### config.mk
export PLATFORM = sky130hd
export DESIGN_NAME = ldm_stm_sequencer
export DESIGN_NICKNAME = d
export VERILOG_FILES = /design/src/rtl/ldm_stm_pkg.sv /design/src/rtl/lowest_set_bit16.sv /design/src/rtl/ldm_stm_sequencer.sv
export SDC_FILE = /design/constraint.sdc
export NUM_CORES = 1
export LEC_CHECK = 0
export CAP_MARGIN = 15
export CORE_MARGIN = 10
export CORE_UTILIZATION = 55
export DETAILED_ROUTE_END_ITERATION = 8
export PLACE_DENSITY_LB_ADDON = 0.3
export SYNTH_ARGS = -nofsm -noshare
export SYNTH_HDL_FRONTEND = slang
export SYNTH_HIERARCHICAL = 1
export SYNTH_SLANG_ARGS = --single-unit
### constraint.sdc
create_clock -name i_clk -period 6.85 [get_ports i_clk]
set_input_delay 1.37 -clock i_clk [delete_from_list [all_inputs] [get_ports i_clk]]
set_output_delay 1.37 -clock i_clk [all_outputs]
set_load 0.01 [all_outputs]
### src/rtl/ldm_stm_pkg.sv
// Shared types, constants and helpers for the LDM/STM block-transfer sequencer.
package ldm_stm_pkg;

  localparam int unsigned WORD_BYTES = 4;
  localparam int unsigned LIST_W     = 16;
  localparam int unsigned SEL_W      = 4;
  localparam int unsigned CNT_W      = 5;

  typedef enum logic [2:0] {
    ST_IDLE,
    ST_CALC,
    ST_XFER,
    ST_WB,
    ST_DONE
  } state_e;

  // Addressing mode, encoded as {P, U}
  typedef enum logic [1:0] {
    MODE_DA = 2'b00,
    MODE_IA = 2'b01,
    MODE_DB = 2'b10,
    MODE_IB = 2'b11
  } mode_e;

  // Instruction fields latched when an operation is accepted
  typedef struct packed {
    logic [LIST_W-1:0] list;
    logic              up;
    logic              pre;
    logic              load;
  } op_cfg_t;

  function automatic logic [CNT_W-1:0] popcount16(input logic [LIST_W-1:0] vec);
    logic [CNT_W-1:0] cnt;
    cnt = '0;
    for (int i = 0; i < int'(LIST_W); i++) begin
      cnt = cnt + CNT_W'(vec[i]);
    end
    return cnt;
  endfunction

endpackage

### src/rtl/lowest_set_bit16.sv
// 16-to-4 priority encoder: index of the lowest set bit, plus a valid flag.
module lowest_set_bit16
  import ldm_stm_pkg::*;
(
  input  logic [LIST_W-1:0] i_vec,
  output logic [SEL_W-1:0]  o_idx,
  output logic              o_valid
);

  // Scan high to low so the lowest set bit is the last one to win
  always_comb begin
    o_idx   = '0;
    o_valid = 1'b0;
    for (int i = int'(LIST_W) - 1; i >= 0; i--) begin
      if (i_vec[i]) begin
        o_idx   = SEL_W'(i);
        o_valid = 1'b1;
      end
    end
  end

endmodule

### src/rtl/ldm_stm_sequencer.sv
// LDM/STM sequencer: walks the register list in ascending order, issuing one
// memory transfer per set bit. Base writeback is built only with LDM_STM_WRITEBACK_EN.
module ldm_stm_sequencer
  import ldm_stm_pkg::*;
#(
  parameter int unsigned ADDR_W = 32
) (
  input  logic              i_clk,
  input  logic              i_reset,
  input  logic              i_start,
  input  logic [15:0]       i_reg_list,
  input  logic [ADDR_W-1:0] i_base_addr,
  input  logic              i_up,
  input  logic              i_pre,
  input  logic              i_load,
  input  logic              i_writeback,
  input  logic              i_mem_ready,
  output logic [3:0]        o_reg_sel,
  output logic [ADDR_W-1:0] o_mem_addr,
  output logic              o_mem_req,
  output logic              o_mem_write,
  output logic              o_reg_wr_en_c,
  output logic              o_base_wb_en,
  output logic [ADDR_W-1:0] o_base_wb_val,
  output logic              o_busy,
  output logic              o_done
);

  state_e            r_state;
  op_cfg_t           r_op;
  logic [ADDR_W-1:0] r_base;

  logic [LIST_W-1:0] w_mask_clr;
  logic [LIST_W-1:0] w_enc_in;
  logic [SEL_W-1:0]  w_lsb_idx;
  logic              w_lsb_valid;
  logic [ADDR_W-1:0] w_span;
  logic [ADDR_W-1:0] w_start_addr;
  mode_e             w_mode;

  // In XFER the encoder looks ahead to the mask with the current bit retired
  assign w_mask_clr = r_op.list & (r_op.list - LIST_W'(1));
  assign w_enc_in   = (r_state == ST_XFER) ? w_mask_clr : r_op.list;
  assign w_span     = ADDR_W'(popcount16(r_op.list)) * ADDR_W'(WORD_BYTES);
  assign w_mode     = mode_e'({r_op.pre, r_op.up});

  lowest_set_bit16 u_lsb (
    .i_vec   (w_enc_in),
    .o_idx   (w_lsb_idx),
    .o_valid (w_lsb_valid)
  );

  // Lowest transfer address; transfers always climb from here
  always_comb begin
    w_start_addr = r_base;
    case (w_mode)
      MODE_IA: w_start_addr = r_base;
      MODE_IB: w_start_addr = r_base + ADDR_W'(WORD_BYTES);
      MODE_DA: w_start_addr = r_base - w_span + ADDR_W'(WORD_BYTES);
      MODE_DB: w_start_addr = r_base - w_span;
      default: w_start_addr = r_base;
    endcase
  end

  assign o_reg_wr_en_c = o_mem_req & i_mem_ready & r_op.load;

`ifdef LDM_STM_WRITEBACK_EN
  logic              r_wb;
  logic [ADDR_W-1:0] r_wb_val;
  logic              r_base_wb_en;
  logic [ADDR_W-1:0] r_base_wb_val;
  logic [ADDR_W-1:0] w_wb_val;

  assign w_wb_val      = r_op.up ? (r_base + w_span) : (r_base - w_span);
  assign o_base_wb_en  = r_base_wb_en;
  assign o_base_wb_val = r_base_wb_val;
`else
  logic w_unused_wb;

  assign w_unused_wb   = i_writeback;
  assign o_base_wb_en  = 1'b0;
  assign o_base_wb_val = '0;
`endif

  always_ff @(posedge i_clk) begin
    if (i_reset) begin
      r_state     <= ST_IDLE;
      r_op        <= '0;
      r_base      <= '0;
      o_reg_sel   <= '0;
      o_mem_addr  <= '0;
      o_mem_req   <= 1'b0;
      o_mem_write <= 1'b0;
      o_busy      <= 1'b0;
      o_done      <= 1'b0;
`ifdef LDM_STM_WRITEBACK_EN
      r_wb          <= 1'b0;
      r_wb_val      <= '0;
      r_base_wb_en  <= 1'b0;
      r_base_wb_val <= '0;
`endif
    end else begin
      o_done <= 1'b0;
`ifdef LDM_STM_WRITEBACK_EN
      r_base_wb_en <= 1'b0;
`endif
      case (r_state)
        ST_IDLE: begin
          if (i_start) begin
            r_op.list <= i_reg_list;
            r_op.up   <= i_up;
            r_op.pre  <= i_pre;
            r_op.load <= i_load;
            r_base    <= i_base_addr;
`ifdef LDM_STM_WRITEBACK_EN
            r_wb      <= i_writeback;
`endif
            o_busy    <= 1'b1;
            r_state   <= ST_CALC;
          end
        end

        ST_CALC: begin
`ifdef LDM_STM_WRITEBACK_EN
          r_wb_val <= w_wb_val;
`endif
          if (w_lsb_valid) begin
            o_mem_req   <= 1'b1;
            o_mem_write <= ~r_op.load;
            o_reg_sel   <= w_lsb_idx;
            o_mem_addr  <= w_start_addr;
            r_state     <= ST_XFER;
          end else begin
            // Empty list: no transfers and no writeback
            o_busy  <= 1'b0;
            o_done  <= 1'b1;
            r_state <= ST_DONE;
          end
        end

        ST_XFER: begin
          if (i_mem_ready) begin
            r_op.list <= w_mask_clr;
            if (w_lsb_valid) begin
              o_reg_sel  <= w_lsb_idx;
              o_mem_addr <= o_mem_addr + ADDR_W'(WORD_BYTES);
            end else begin
              o_mem_req   <= 1'b0;
              o_mem_write <= 1'b0;
`ifdef LDM_STM_WRITEBACK_EN
              if (r_wb) begin
                r_base_wb_en  <= 1'b1;
                r_base_wb_val <= r_wb_val;
                r_state       <= ST_WB;
              end else begin
                o_busy  <= 1'b0;
                o_done  <= 1'b1;
                r_state <= ST_DONE;
              end
`else
              o_busy  <= 1'b0;
              o_done  <= 1'b1;
              r_state <= ST_DONE;
`endif
            end
          end
        end

`ifdef LDM_STM_WRITEBACK_EN
        ST_WB: begin
          o_busy  <= 1'b0;
          o_done  <= 1'b1;
          r_state <= ST_DONE;
        end
`endif

        ST_DONE: begin
          r_state <= ST_IDLE;
        end

        default: begin
          r_state <= ST_IDLE;
        end
      endcase
    end
  end

endmodule

==> results.json, run 1 <==
{
  "status": "finished, final reports clean",
  "layout_worst_path_cycle_share": 0.9586,
  "core_um2": 14420,
  "tns_ps": 0,
  "dieArea_um2": 19900,
  "routed_wl_um": 25740,
  "route.detailed.drc": 0,
  "die_h_um": 141.1,
  "die_w_um": 141.1,
  "num_rows": 44,
  "num_io_pins": 130,
  "yosysWarnings": 6,
  "start_kind": "flop",
  "drv_cap": 0,
  "grt_use_met2": 0.3646,
  "synth.cell_area_um2": 8061,
  "cp_max_fo": 10,
  "wl_per_cell_um": 18.52,
  "syn_to_final_growth_pct": 15.64,
  "power_density_nw_per_um2": 303.1,
  "max_freq_mhz": 152.3,
  "synth-edff-count": 0,
  "numCtsBuffers": 9,
  "grt_setup_unrepaired": "true",
  "hold_viol": 0,
  "syn_area_per_cell_um2": 7.022,
  "cts-resized-gates": 0,
  "endpoint_kind": "flop",
  "clk_pin_slew_ps": 80,
  "worstHoldPathType": "flop to flop",
  "drive_above_1_share": 0.07463,
  "cts_sinks": 94,
  "hpwl_um": 19220,
  "synth_top_family_by_area": "simple AND/OR/NAND/NOR gates",
  "p_leak_nw": 3.380,
  "synthAdderAreaFrac": 0.05370,
  "worst_slew_pin_slew_ps": 968.2,
  "ant_nets": 0,
  "num_vias": 8754,
  "post_cts.repair.setup_buffers": 0,
  "yosysTopAreaCell": "dfxtp_1",
  "synthCells": 1148,
  "first_iter_violations": 946,
  "ys_ff_latch": 94,
  "cp.arrival_ps": 6800,
  "diodes": 0,
  "synth_common_cells": "164 x nand2_1, 115 x a21oi_1, 107 x nor2_1",
  "clk_path_buf_depth": 2,
  "top_usage_layer": "met2",
  "power_mw": 2.826,
  "ys_async_sr_fraction": 0,
  "antenna_found_initial": 0,
  "grt_pass1_vias": 7824,
  "grt_pass1_wl_um": 40750,
  "grt_max_degree": 61,
  "synthFlopType": "dfxtp_1",
  "overflow": 0,
  "muxShareOfSynthArea": 0.006363,
  "root_buffer": "clkbuf_16",
  "ys_types": 87,
  "whs_ps": 457.1,
  "relSlewSlack": 0.3545,
  "synth_top_area_frac": 0.2334,
  "clk_latency_ps": 360,
  "vias_per_cell": 6.298,
  "path_class": "flop to flop",
  "synth-xor-area-share": 0.04889,
  "io_buffers": 95,
  "fin_cells": 1390,
  "fin_util": 0.6463,
  "cts_tree": "built",
  "synth-simple-area-share": 0.2995,
  "h-tree-depth": 3,
  "grtUsageTotal": 0.2453,
  "synth-compound-area-share": 0.2626,
  "synth_most_common_cell": "nand2_1",
  "finalCriticalPeriod_ps": 6567,
  "cp.required_ps": 7080,
  "first_pass_iters": 5,
  "gp_congestion": 1.003,
  "finClkSkew_ps": 10.42,
  "ctsHoldBuffers": 0,
  "start_util": 0.5589,
  "nets": 1285,
  "synth_area_leaders": "dfxtp_1 23%, nand2_1 7.6%, a21oi_1 7.1%, o21ai_0 5.2%, nor2_1 5.0%",
  "ys_seq_area_frac": 0.2334,
  "met1_usage": 0.3455,
  "dp_cells": 1374,
  "ir_drop_uv": 181.8,
  "slew_violations": 0,
  "met3_usage": 0.05240,
  "finalSetupViolations": 0
}
## cell usage in the layout, fill, tap and decap left out, types with 11 or more instances in the layout
cell type / n
dfxtp_1: 94
xor2_1: 17
buf_4: 29
nor2_1: 107
a31oi_1: 24
nand3_1: 25
conb_1: 33
nor3_1: 33
or3_1: 14
and3_1: 16
o21ai_0: 83
fa_1: 11
a21oi_1: 115
inv_1: 45
xnor2_1: 28
clkdlybuf4s50_1: 94
nand2_1: 164
ha_1: 17
nand4_1: 21
nor4_1: 24
a211oi_1: 12
a22oi_1: 18
## power breakdown
group | leakage, nW | switching [mW] | internal, mW
Sequential | 0.768 | 0.0857 | 0.600
Clock | 0.144 | 0.254 | 0.259
Combinational | 2.47 | 0.980 | 0.647
Total | 3.38 | 1.32 | 1.51
## critical path, stage by stage (launching register included)
cell      delay [ps]
dfxtp_1          370
inv_1            110
fa_1             600
fa_1             450
fa_1             530
fa_1             410
inv_1             70
ha_1             170
inv_1             60
fa_1             390
xor2_1           190
ha_1             340
o211ai_1         330
a21oi_4          130
buf_4            200
nor4_1           410
o32ai_2          190
or2_4            270
or3_1            460
or4_1            510
a31oi_1          180
nor2_1            50
## routing by layer
layer,vias to the layer above,routed length (µm)
li1,4201,-
met1,4066,11780
met2,462,11060
met3,25,2558
met4,0,348
met5,-,0
## path summary, 6_finish.rpt
kind / start / end / slack, ps / depth (start not counted)
setup / recovery: r_op[3] / o_mem_addr[26] / 280 / 21
hold / removal: o_reg_sel[3] / o_reg_sel[3] / 460 / 2
setup reg to reg: r_op[3] / o_mem_addr[26] / 280 / 21
hold reg to reg: o_reg_sel[3] / o_reg_sel[3] / 460 / 2
## state kept, by name, summed over array words and instances, names as in the netlist
register,count
o_busy,1
o_done,1
o_mem_addr,32
o_mem_req,1
o_mem_write,1
o_reg_sel,4
r_base,32
r_op,19
r_state,3
## per-stage QoR
stage          setup WS [ps]  instance area (µm²)
6_report               283.4                 9323
3_5_place_dp           314.1                 8996
5_1_grt               -26.70                 9323
3_3_place_gp           376.1                 8996
2_1_floorplan          670.1                 8182
4_1_cts                292.3                 9294
## cell type report
cell class,instances,area [µm²]
Multi-Input combinational cell,926,5577
Fill cell,1294,5101
Sequential cell,94,1882
Timing Repair Buffer,124,1164
Tap cell,184,230.2
Clock buffer,9,225.2
Inverter,46,172.7
Clock inverter,7,72.57
## logic make-up after synthesis
family                     after synthesis
AOI/OAI and AO/OA                      342
xor gates and xnor gates                45
adders and majority gates               28
buffers and inverters                  160
DFF                                     94
muxes                                    5
other                                    1
and+or+nand+nor                        473
(Power assumes the default switching activity.)
==> inputs of run 2 (changes only) <==
--- a/config.mk
+++ b/config.mk
@@ -9,6 +9,7 @@
 export CORE_MARGIN = 10
 export CORE_UTILIZATION = 55
 export DETAILED_ROUTE_END_ITERATION = 8
+export HOLD_SLACK_MARGIN = 0.03
 export PLACE_DENSITY_LB_ADDON = 0.3
 export SYNTH_ARGS = -nofsm -noshare
 export SYNTH_HDL_FRONTEND = slang
==> results of run 2 <==
The final DEF is identical to that of run 1; final timing and power are the same.
==> inputs of run 3 (changes only) <==
--- a/config.mk
+++ b/config.mk
@@ -6,8 +6,9 @@
 export NUM_CORES = 1
 export LEC_CHECK = 0
 export CAP_MARGIN = 15
-export CORE_MARGIN = 10
-export CORE_UTILIZATION = 55
+export CORE_MARGIN = 8
+export CORE_UTILIZATION = 56
+export CTS_BUF_LIST = sky130_fd_sc_hd__clkbuf_8
 export DETAILED_ROUTE_END_ITERATION = 8
 export HOLD_SLACK_MARGIN = 0.03
 export PLACE_DENSITY_LB_ADDON = 0.3
==> run 3 against run 2 <==
  * Final cell count grew 0.29%
  * Sequential cell count is the same
  * Fmax grew 0.77%
  * Setup slack gained 50 ps
  * Critical endpoint is now o_mem_addr[23]
  * Hold slack lost 5.1 ps
  * Critical path depth grew 2
  * Clock skew grew 5.6 ps
  * Clock power shrank 26%
  * Total power shrank 2.9%
==> results.json, run 3 (synthesized netlist as in run 1, its figures left out) <==
{
  "relSlewSlack": 0.3482,
  "gp_congestion": 1.029,
  "clk_pin_slew_ps": 110,
  "tns_ps": 0,
  "ant_nets": 0,
  "hold_viol": 0,
  "root_buffer": "clkbuf_8",
  "layout_worst_path_cycle_share": 0.9513,
  "clock_power_share": 0.138,
  "worstHoldPathType": "flop to flop",
  "wl_per_cell_um": 18.35,
  "dp_cells": 1376,
  "dieArea_um2": 18490,
  "grtUsageTotal": 0.2703,
  "grt_pass1_vias": 7769,
  "overflow": 0,
  "route.detailed.drc": 0,
  "slew_violations": 0,
  "pwr-share-seq": 0.250,
  "routed_wl_um": 25580,
  "drive_above_1_share": 0.08182,
  "h-tree-depth": 3,
  "numCtsBuffers": 9,
  "rrSetupSlack_ps": 330,
  "ctsHoldBuffers": 0,
  "clk_path_buf_depth": 2,
  "first_pass_iters": 6,
  "first_iter_violations": 875,
  "grt_pass1_wl_um": 40470,
  "io_buffers": 95,
  "endpoint_kind": "flop",
  "start_util": 0.5632,
  "finClkSkew_ps": 16.06,
  "start_kind": "flop",
  "power_mw": 2.743,
  "nFillCells": 1302,
  "power_density_nw_per_um2": 295.4,
  "worst_slew_pin_slew_ps": 977.8,
  "cp_max_fo": 8,
  "antenna_found_initial": 0,
  "p_leak_nw": 3.364,
  "num_vias": 8810,
  "grt_max_degree": 57,
  "fin_ws_ps": 333.3,
  "layout_commonest_cell": "nand2_1",
  "cts_tree": "built",
  "fin_cells": 1394,
  "top_regs": "o_mem_addr: 32 flops, r_base: 32 flops, r_op: 19 flops",
  "drv_cap": 0,
  "cts_sinks": 94,
  "vias_per_cell": 6.320,
  "final_cell_mix": "164 x nand2_1, 115 x a21oi_1, 106 x nor2_1, 94 x clkdlybuf4s50_1, 94 x dfxtp_1",
  "p_switching_mw": 1.319,
  "switching_share": 0.4810,
  "path_class": "flop to flop",
  "cp.arrival_ps": 6780,
  "die_w_um": 136.0,
  "num_rows": 44,
  "max_freq_mhz": 153.5,
  "diodes": 0,
  "nets": 1289,
  "pre_cts_ws_ps": 298.6,
  "num_io_pins": 130,
  "hpwl_um": 19050,
  "core_um2": 14310,
  "finalCriticalPeriod_ps": 6517,
  "finalSetupViolations": 0,
  "clk_latency_ps": 410,
  "syn_to_final_growth_pct": 15.15,
  "whs_ps": 452.0,
  "cp.required_ps": 7110,
  "comb_power_share": 0.612,
  "die_h_um": 136.0,
  "ir_drop_uv": 160.1,
  "p_int_mw": 1.423,
  "status": "finished, final reports clean"
}
run 3: worst paths after layout:
kind,startpoint,to,depth (start not counted)
worst max-delay path,r_op[3],o_mem_addr[23],23
worst min-delay path,r_base[1],o_mem_addr[1],2
worst max register to register,r_op[3],o_mem_addr[23],23
worst min register to register,r_base[1],o_mem_addr[1],2
run 3: worst max-delay path, cell delays in order, from the launching register on:
cell and delay (ps):
dfxtp_1 370, inv_1 100, fa_1 610, fa_1 450
fa_1 530, fa_1 410, inv_1 60, ha_1 180
inv_1 60, fa_1 390, nor2b_1 110, o21ai_0 110
ha_1 340, buf_4 170, o211ai_1 180, a21oi_4 120
or3_1 410, a221o_1 470, nor4_1 370, buf_4 190
nand4_1 110, xnor2_1 230, mux2i_1 280, o22ai_1 100
run 3: stage by stage:
| step | util | instance area, µm² |
|---|---|---|
| 2_1_floorplan | - | 8182 |
| 3_3_place_gp | 0.6297 | 9014 |
| 3_5_place_dp | 0.6297 | 9014 |
| 4_1_cts | 0.6434 | 9210 |
| 5_1_grt | 0.6485 | 9283 |
| 6_report | 0.6485 | 9283 |
run 3: per-layer routing:
metal | share of wire | routed length, µm | up-vias | global-route usage
li1 | - | - | 4195 | -
met1 | 0.44 | 11320 | 4041 | 0.3778
met2 | 0.42 | 10870 | 526 | 0.4051
met3 | 0.11 | 2904 | 48 | 0.05654
met4 | 0.019 | 489 | 0 | 0.08664
met5 | 0 | 0 | - | 0
run 3: power groups by stage:
stage / logic [mW] / registers [mW] / clock network [mW]
5_1_grt: 1.83 / 0.695 / 0.404
6_report: 1.68 / 0.686 / 0.379
2_1_floorplan: 1.14 / 0.666 / 0
3_3_place_gp: 1.56 / 0.692 / 0
3_5_place_dp: 1.57 / 0.695 / 0
4_1_cts: 1.59 / 0.682 / 0.385
run 3: cell type report:
class	instances	area [µm²]	area share
repair buffers	128	1194	0.1286
inverters	46	172.7	0.01860
clock buffers	9	123.9	0.01334
clock inverters	7	72.57	0.007818
multi-input cells	926	5608	0.6041
flip-flops and latches	94	1882	0.2027
well taps	184	230.2	0.02480
run 3: repair_timing:
| action | 4_1_cts | 5_1_grt |
|---|---|---|
| gates resized for setup | 0 | 9 |
| endpoints found under the hold margin | 0 | 0 |
| buffers inserted | 0 | 2 |
| endpoints found under the setup margin | 0 | 13 |
